--- src/rtl/muldiv_iter_if.sv ---
`default_nettype none
// +------------------------------------------------------------------+
// | Module   : muldiv_iter_if                                        |
// | Brief    : Request/response bundle between execute and muldiv    |
// | Revision : 1.0                                                   |
// +------------------------------------------------------------------+
interface muldiv_iter_if #(
  parameter int XLEN = 32
);
  logic            flush;
  logic            in_valid;
  logic            in_ready;
  logic [2:0]      funct3;
  logic [XLEN-1:0] op_a;
  logic [XLEN-1:0] op_b;
  logic            out_valid;
  logic            out_ready;
  logic [XLEN-1:0] result;
  logic            busy;

  modport master (
    output flush, in_valid, funct3, op_a, op_b, out_ready,
    input  in_ready, out_valid, result, busy
  );

  modport slave (
    input  flush, in_valid, funct3, op_a, op_b, out_ready,
    output in_ready, out_valid, result, busy
  );
endinterface
`default_nettype wire

--- src/rtl/muldiv_iter.sv ---
`default_nettype none
// +------------------------------------------------------------------+
// | Module   : muldiv_iter                                           |
// | Brief    : Iterative RV32M-style multiply/divide, 1 bit per cycle |
// | Revision : 1.0                                                   |
// +------------------------------------------------------------------+
module muldiv_iter #(
  parameter int XLEN = 32
) (
  input  wire logic      clk,
  input  wire logic      rst,
  muldiv_iter_if.slave   bus
);
  localparam int CNT_W = $clog2(XLEN) + 1;
  localparam logic [CNT_W-1:0] c_cnt_init = CNT_W'(XLEN - 1);
  localparam logic [XLEN-1:0]  c_min_int  = {1'b1, {(XLEN-1){1'b0}}};

  typedef enum logic [1:0] {
    S_IDLE = 2'd0,
    S_BUSY = 2'd1,
    S_DONE = 2'd2
  } state_t;

  state_t              r_state;
  state_t              w_state_nxt;
  logic [CNT_W-1:0]    r_cnt;
  logic [2:0]          r_funct3;
  logic [2*XLEN-1:0]   r_prod;
  logic [XLEN-1:0]     r_b;
  logic                r_neg_q;
  logic                r_neg_r;
  logic [XLEN-1:0]     r_result;

  logic                w_is_div;
  logic                w_a_signed;
  logic                w_b_signed;
  logic                w_a_neg;
  logic                w_b_neg;
  logic [XLEN-1:0]     w_mag_a;
  logic [XLEN-1:0]     w_mag_b;
  logic                w_fast;
  logic [XLEN-1:0]     w_fast_val;
  logic                w_accept;
  logic [XLEN:0]       w_sum;
  logic [XLEN:0]       w_diff;
  logic [2*XLEN-1:0]   w_step;
  logic [2*XLEN-1:0]   w_prod_s;
  logic [XLEN-1:0]     w_quo_s;
  logic [XLEN-1:0]     w_rem_s;
  logic [XLEN-1:0]     w_final;

  assign bus.in_ready  = (r_state == S_IDLE);
  assign bus.out_valid = (r_state == S_DONE);
  assign bus.busy      = (r_state != S_IDLE);
  assign bus.result    = r_result;

  assign w_is_div = bus.funct3[2];
  assign w_accept = bus.in_valid && (r_state == S_IDLE) && !bus.flush;

  always_comb begin
    w_a_signed = 1'b0;
    w_b_signed = 1'b0;
    case (bus.funct3)
      3'b001:  begin w_a_signed = 1'b1; w_b_signed = 1'b1; end
      3'b010:  w_a_signed = 1'b1;
      3'b100:  begin w_a_signed = 1'b1; w_b_signed = 1'b1; end
      3'b110:  begin w_a_signed = 1'b1; w_b_signed = 1'b1; end
      default: begin w_a_signed = 1'b0; w_b_signed = 1'b0; end
    endcase
  end

  assign w_a_neg = w_a_signed && bus.op_a[XLEN-1];
  assign w_b_neg = w_b_signed && bus.op_b[XLEN-1];
  assign w_mag_a = w_a_neg ? -bus.op_a : bus.op_a;
  assign w_mag_b = w_b_neg ? -bus.op_b : bus.op_b;

  // Cases with a fixed architectural answer skip the iteration entirely.
  always_comb begin
    w_fast     = 1'b0;
    w_fast_val = '0;
    if (w_is_div) begin
      if (bus.op_b == '0) begin
        w_fast     = 1'b1;
        w_fast_val = bus.funct3[1] ? bus.op_a : '1;
      end else if (w_a_signed && (bus.op_a == c_min_int) && (bus.op_b == '1)) begin
        w_fast     = 1'b1;
        w_fast_val = bus.funct3[1] ? '0 : bus.op_a;
      end
    end else if ((bus.op_a == '0) || (bus.op_b == '0)) begin
      w_fast     = 1'b1;
      w_fast_val = '0;
    end
  end

  // r_prod holds {acc, multiplier} for multiply and {remainder, quotient} for divide.
  always_comb begin
    w_sum  = {1'b0, r_prod[2*XLEN-1:XLEN]} + {1'b0, r_b};
    w_diff = r_prod[2*XLEN-1:XLEN-1] - {1'b0, r_b};
    if (!r_funct3[2]) begin
      w_step = r_prod[0] ? {w_sum, r_prod[XLEN-1:1]} : {1'b0, r_prod[2*XLEN-1:1]};
    end else begin
      w_step = w_diff[XLEN] ? {r_prod[2*XLEN-2:0], 1'b0}
                            : {w_diff[XLEN-1:0], r_prod[XLEN-2:0], 1'b1};
    end
  end

  always_comb begin
    w_prod_s = r_neg_q ? -w_step : w_step;
    w_quo_s  = r_neg_q ? -w_step[XLEN-1:0] : w_step[XLEN-1:0];
    w_rem_s  = r_neg_r ? -w_step[2*XLEN-1:XLEN] : w_step[2*XLEN-1:XLEN];
    case (r_funct3)
      3'b000:          w_final = w_prod_s[XLEN-1:0];
      3'b100, 3'b101:  w_final = w_quo_s;
      3'b110, 3'b111:  w_final = w_rem_s;
      default:         w_final = w_prod_s[2*XLEN-1:XLEN];
    endcase
  end

  always_ff @(posedge clk) begin
    if (rst) r_state <= S_IDLE;
    else     r_state <= w_state_nxt;
  end

  always_comb begin
    w_state_nxt = r_state;
    if (bus.flush) begin
      w_state_nxt = S_IDLE;
    end else begin
      case (r_state)
        S_IDLE:  if (bus.in_valid) w_state_nxt = w_fast ? S_DONE : S_BUSY;
        S_BUSY:  if (r_cnt == '0) w_state_nxt = S_DONE;
        S_DONE:  if (bus.out_ready) w_state_nxt = S_IDLE;
        default: w_state_nxt = S_IDLE;
      endcase
    end
  end

  always_ff @(posedge clk) begin
    if (rst) begin
      r_cnt    <= '0;
      r_funct3 <= '0;
      r_prod   <= '0;
      r_b      <= '0;
      r_neg_q  <= 1'b0;
      r_neg_r  <= 1'b0;
      r_result <= '0;
    end else if (bus.flush) begin
      r_cnt <= '0;
    end else if (w_accept) begin
      r_funct3 <= bus.funct3;
      r_neg_q  <= w_a_neg ^ w_b_neg;
      r_neg_r  <= w_a_neg;
      if (w_fast) begin
        r_result <= w_fast_val;
        r_cnt    <= '0;
      end else begin
        r_cnt  <= c_cnt_init;
        r_b    <= w_is_div ? w_mag_b : w_mag_a;
        r_prod <= {{XLEN{1'b0}}, (w_is_div ? w_mag_a : w_mag_b)};
      end
    end else if (r_state == S_BUSY) begin
      r_prod <= w_step;
      if (r_cnt == '0) r_result <= w_final;
      else             r_cnt    <= r_cnt - 1'b1;
    end
  end
endmodule
`default_nettype wire

--- src/flat_wrapper.sv ---
// flat-port wrapper written by rule: the top's interface ports become plain ports
module muldiv_iter_flat 
#(
  parameter int XLEN = 32
)
  (clk, rst, bus_flush, bus_in_valid, bus_funct3, bus_op_a, bus_op_b, bus_out_ready, bus_in_ready, bus_out_valid, bus_result, bus_busy);
  muldiv_iter_if #(.XLEN(XLEN)) bus_i ();
  input  wire logic clk;
  input  wire logic rst;
  input wire logic [$bits(bus_i.flush)-1:0] bus_flush;
  input wire logic [$bits(bus_i.in_valid)-1:0] bus_in_valid;
  input wire logic [$bits(bus_i.funct3)-1:0] bus_funct3;
  input wire logic [$bits(bus_i.op_a)-1:0] bus_op_a;
  input wire logic [$bits(bus_i.op_b)-1:0] bus_op_b;
  input wire logic [$bits(bus_i.out_ready)-1:0] bus_out_ready;
  output wire logic [$bits(bus_i.in_ready)-1:0] bus_in_ready;
  output wire logic [$bits(bus_i.out_valid)-1:0] bus_out_valid;
  output wire logic [$bits(bus_i.result)-1:0] bus_result;
  output wire logic [$bits(bus_i.busy)-1:0] bus_busy;
  assign bus_i.flush = bus_flush;
  assign bus_i.in_valid = bus_in_valid;
  assign bus_i.funct3 = bus_funct3;
  assign bus_i.op_a = bus_op_a;
  assign bus_i.op_b = bus_op_b;
  assign bus_i.out_ready = bus_out_ready;
  assign bus_in_ready = bus_i.in_ready;
  assign bus_out_valid = bus_i.out_valid;
  assign bus_result = bus_i.result;
  assign bus_busy = bus_i.busy;
  muldiv_iter #(.XLEN(XLEN)) u_core (.clk(clk), .rst(rst), .bus(bus_i));
endmodule
--- config.mk ---
export PLATFORM = sky130hd
export DESIGN_NAME = muldiv_iter_flat
export DESIGN_NICKNAME = d
export VERILOG_FILES = /design/src/rtl/muldiv_iter_if.sv /design/src/rtl/muldiv_iter.sv /design/src/flat_wrapper.sv
export SDC_FILE = /design/constraint.sdc
export NUM_CORES = 1
export LEC_CHECK = 0
export CAP_MARGIN = 25
export CORE_MARGIN = 2
export CORE_UTILIZATION = 45
export DETAILED_ROUTE_END_ITERATION = 8
export PLACE_DENSITY_LB_ADDON = 0.25
export SYNTH_ARGS = -nofsm -noshare
export SYNTH_HDL_FRONTEND = slang
export SYNTH_SLANG_ARGS = --single-unit
--- constraint.sdc ---
create_clock -name clk -period 14.4 [get_ports clk]
set_input_delay 3.6 -clock clk [delete_from_list [all_inputs] [get_ports clk]]
set_output_delay 3.6 -clock clk [all_outputs]
set_load 0.005 [all_outputs]
==> impl_metrics.tcl <==
set metrics [dict create \
    synthTopCellsByArea "dfxtp_1, a21oi_1, nor2_1" \
    cts_resized 0 \
    finalSetupViolCount 0 \
    drcViolationCount 0 \
    cts_max_level 4 \
    finalHoldViolCount 0 \
    timing.fmax_mhz 119 \
    r2r_cells 25 \
    cp_slowest_stage_delay_ps 660 \
    portBuffers 106 \
    critPathTopFamily "simple AND/OR/NAND/NOR gates" \
    clkPwrFrac_pct 32.4 \
    critical_path_buf_inv_count 3 \
    cts_buffers 17 \
    cp-start-kind "input port" \
    postCtsSetupRepairBufs 0 \
    fin_crit_sh_pct 58.6 \
    worstSetupPathDepth 15 \
    ioPinCount 107 \
    grt_pass1_wl_mm 93.9 \
    slew_headroom_pct 29.5 \
    postSynth.asyncResetShare_pct 0 \
    pwr-share-comb_pct 37.7 \
    worstPathArrival_ps 8750 \
    cts_buffer_depth 2 \
    crit_end "u_core.r_b[26]" \
    layout_commonest_cell "nor2_1" \
    grt_overflow_total 0 \
    cp.required_ps 14720 \
    path_cells "clkdlybuf4s50_1 -> inv_1 -> ha_1 -> or4b_2 -> or3b_2 -> nor4b_1 -> nor3b_1 -> nand2_1 -> a211oi_1 -> a41oi_1 -> nand2_4 -> buf_4 -> a211oi_1 -> a21oi_1 -> nor2_1" \
    firstDrtPassIters 6 \
    tritoncts "yes" \
    power_frac_seq_pct 29.9 \
    ys_types 102 \
    switchingPower_w 0.000571 \
    outcome "finished, final reports clean" \
    rsz0062_at_grt "no" \
    worstMarginPinSlew_ps 1040 \
    ys.flop_type "dfxtp_1" \
    antenna_found_initial 1 \
    clk_latency_ps 450 \
    clkTransAtPathRegs_ps 70 \
    startpoint "bus_op_a[0]" \
    synth.top_cell.area_share_pct 17.8 \
    syn_avg_cell_area_sq_um 7.03 \
    syn_to_final_growth_pct 11.7 \
    worst_path_most_repeated_cell "a211oi_1" \
    crit_type "in -> reg" \
    syn_inst 2261 \
    cap_violations 0 \
    die_area_sq_um 36800 \
    grt_max_degree 70 \
    synthesis.nets 2406 \
    final_cell_mix "nor2_1, nand2_1, a21oi_1, o21ai_0, dfxtp_1" \
    reg2reg_to "u_core.bus.result[26]" \
    synth-warning-count 0 \
    grt_pass1_vias 16100 \
    synth-edff-count 0 \
    switching_share_pct 39.3 \
    yosys.area.top_type "dfxtp_1" \
    tns_ps 0 \
    intPower_w 0.000883 \
    coreArea_sq_um 34600 \
    utilization_pct 51.3 \
    r2r_start "u_core.r_prod[31]" \
    place_hpwl_mm 47.5 \
    finalClockSkew_ps 11.4 \
    detail-route-antenna-nets 0 \
    p_per_area_nw_per_um2 81.9 \
    p_leak_nw 6.39 \
    die_h_um 192 \
    synth_seq_cells 141 \
    gp_congestion 0.998 \
    finalMaxSlewViolations 0 \
    root_buffer "clkbuf_16" \
    cp_max_fo 53 \
    grtUsageTotal_pct 33.2 \
    drive_above_1_share_pct 5.77 \
    wl_mm 61.5 \
    seq_area_frac_synth_pct 17.8 \
    r2r_slack_ps 6740 \
    insertedDiodeCount 0 \
    cts_hold_buf 0 \
    cts.sinks 141 \
    die_x_um 192 \
    syn_area_sq_um 15900 \
    vias 17800 \
    rows 68 \
    drt-initial-drc-count 2160 \
    initial_utilization_pct 45.9 \
    nNetsFinal 2405 \
    fin_crit_ps 8440 \
    end_kind "register" \
    post_drt_wl_per_cell_um 22.5 \
    crit_slowest_cell "or4b_2" \
    viasPerCell 6.53 \
    ir_drop_v 0.0000799 \
    min_from "u_core.r_funct3[0]" \
    hold_class "reg -> reg" \
    p_total_w 0.00145 \
]
[cell usage after synthesis, types with 18 or more instances]
| cell | n |
|---|---|
| a211oi_1 | 65 |
| a21o_1 | 22 |
| a21oi_1 | 207 |
| a311oi_1 | 18 |
| a31oi_1 | 31 |
| buf_1 | 18 |
| buf_2 | 19 |
| clkbuf_1 | 109 |
| dfxtp_1 | 141 |
| ha_1 | 71 |
| inv_1 | 74 |
| mux2i_1 | 62 |
| nand2_1 | 217 |
| nand2b_1 | 31 |
| nand3_1 | 61 |
| nand4_1 | 34 |
| nor2_1 | 262 |
| nor3_1 | 49 |
| o211ai_1 | 51 |
| o21a_1 | 23 |
| o21ai_0 | 155 |
| o31ai_1 | 27 |
| or3_1 | 26 |
| xnor2_1 | 105 |
| xor2_1 | 79 |
[per-layer routing]
| metal | part of all wire, % | GRT usage [%] |
|---|---|---|
| met1 | 43 | 44.1 |
| met2 | 43 | 50.2 |
| met3 | 9.3 | 7.14 |
| met4 | 5.4 | 17.2 |
| met5 | 0.020 | 0 |
[logic make-up (layout without fill, tap and decap cells)]
family / Yosys count / in the layout / synth area share [%]
muxes: 68 / 68 / 4.35
buffers and inverters: 230 / 241 / 5.87
adders and majority gates: 73 / 73 / 5.84
xor gates and xnor gates: 184 / 184 / 10.1
and+or+nand+nor: 795 / 795 / 23.8
DFF: 141 / 141 / 17.8
AOI/OAI and AO/OA: 770 / 770 / 32.3
[cell type report]
| cell class | instances | area (sq um) |
|---|---|---|
| Fill cell | 3368 | 16900 |
| Multi-Input combinational cell | 1890 | 12200 |
| Sequential cell | 141 | 2830 |
| Timing Repair Buffer | 134 | 1280 |
| Tap cell | 455 | 569 |
| Clock buffer | 19 | 453 |
| Inverter | 76 | 285 |
| Clock inverter | 12 | 159 |
[worst min-delay path: stages, from the launching register on]
cell     delay (ps)
dfxtp_1         340
nand2_1          60
a21oi_1          60
[registers in the layout, summed over array words and instances (netlist names)]
name	flops
u_core.r_neg_q	1
u_core.r_prod	64
u_core.bus.result	32
u_core.r_cnt	6
u_core.r_b	32
u_core.r_funct3	3
u_core.r_neg_r	1
u_core.r_state	2
[metrics by stage]
stage | hold WS, ps | area [sq um] | setup slack (ps) | cells
floorplan | 450 | 15900 | 7190 | 2261
global placement | 489 | 17100 | 5600 | 2695
detailed placement | 493 | 17100 | 5340 | 2695
CTS | 502 | 17700 | 5760 | 2726
global route | 527 | 17800 | 5660 | 2727
finish | 505 | 17800 | 5960 | 2727
[worst min path at each step]
stage	to	slack, ps	depth (start not counted)
2_1_floorplan	u_core.r_funct3[0]	450	2
3_3_place_gp	u_core.bus.result[13]	490	1
3_5_place_dp	u_core.r_funct3[0]	490	2
4_1_cts	u_core.r_funct3[0]	500	2
5_1_grt	u_core.r_funct3[0]	530	2
6_report	u_core.r_funct3[0]	500	2
[power groups by stage]
stage	clock [W]	combinational, W	sequential (W)
floorplan	0	0.000373	0.000430
global placement	0	0.000525	0.000442
detailed placement	0	0.000531	0.000442
CTS	0.000473	0.000535	0.000433
global route	0.000487	0.000592	0.000437
finish	0.000471	0.000549	0.000435
Note: power is estimated with default switching activity, not from simulation.
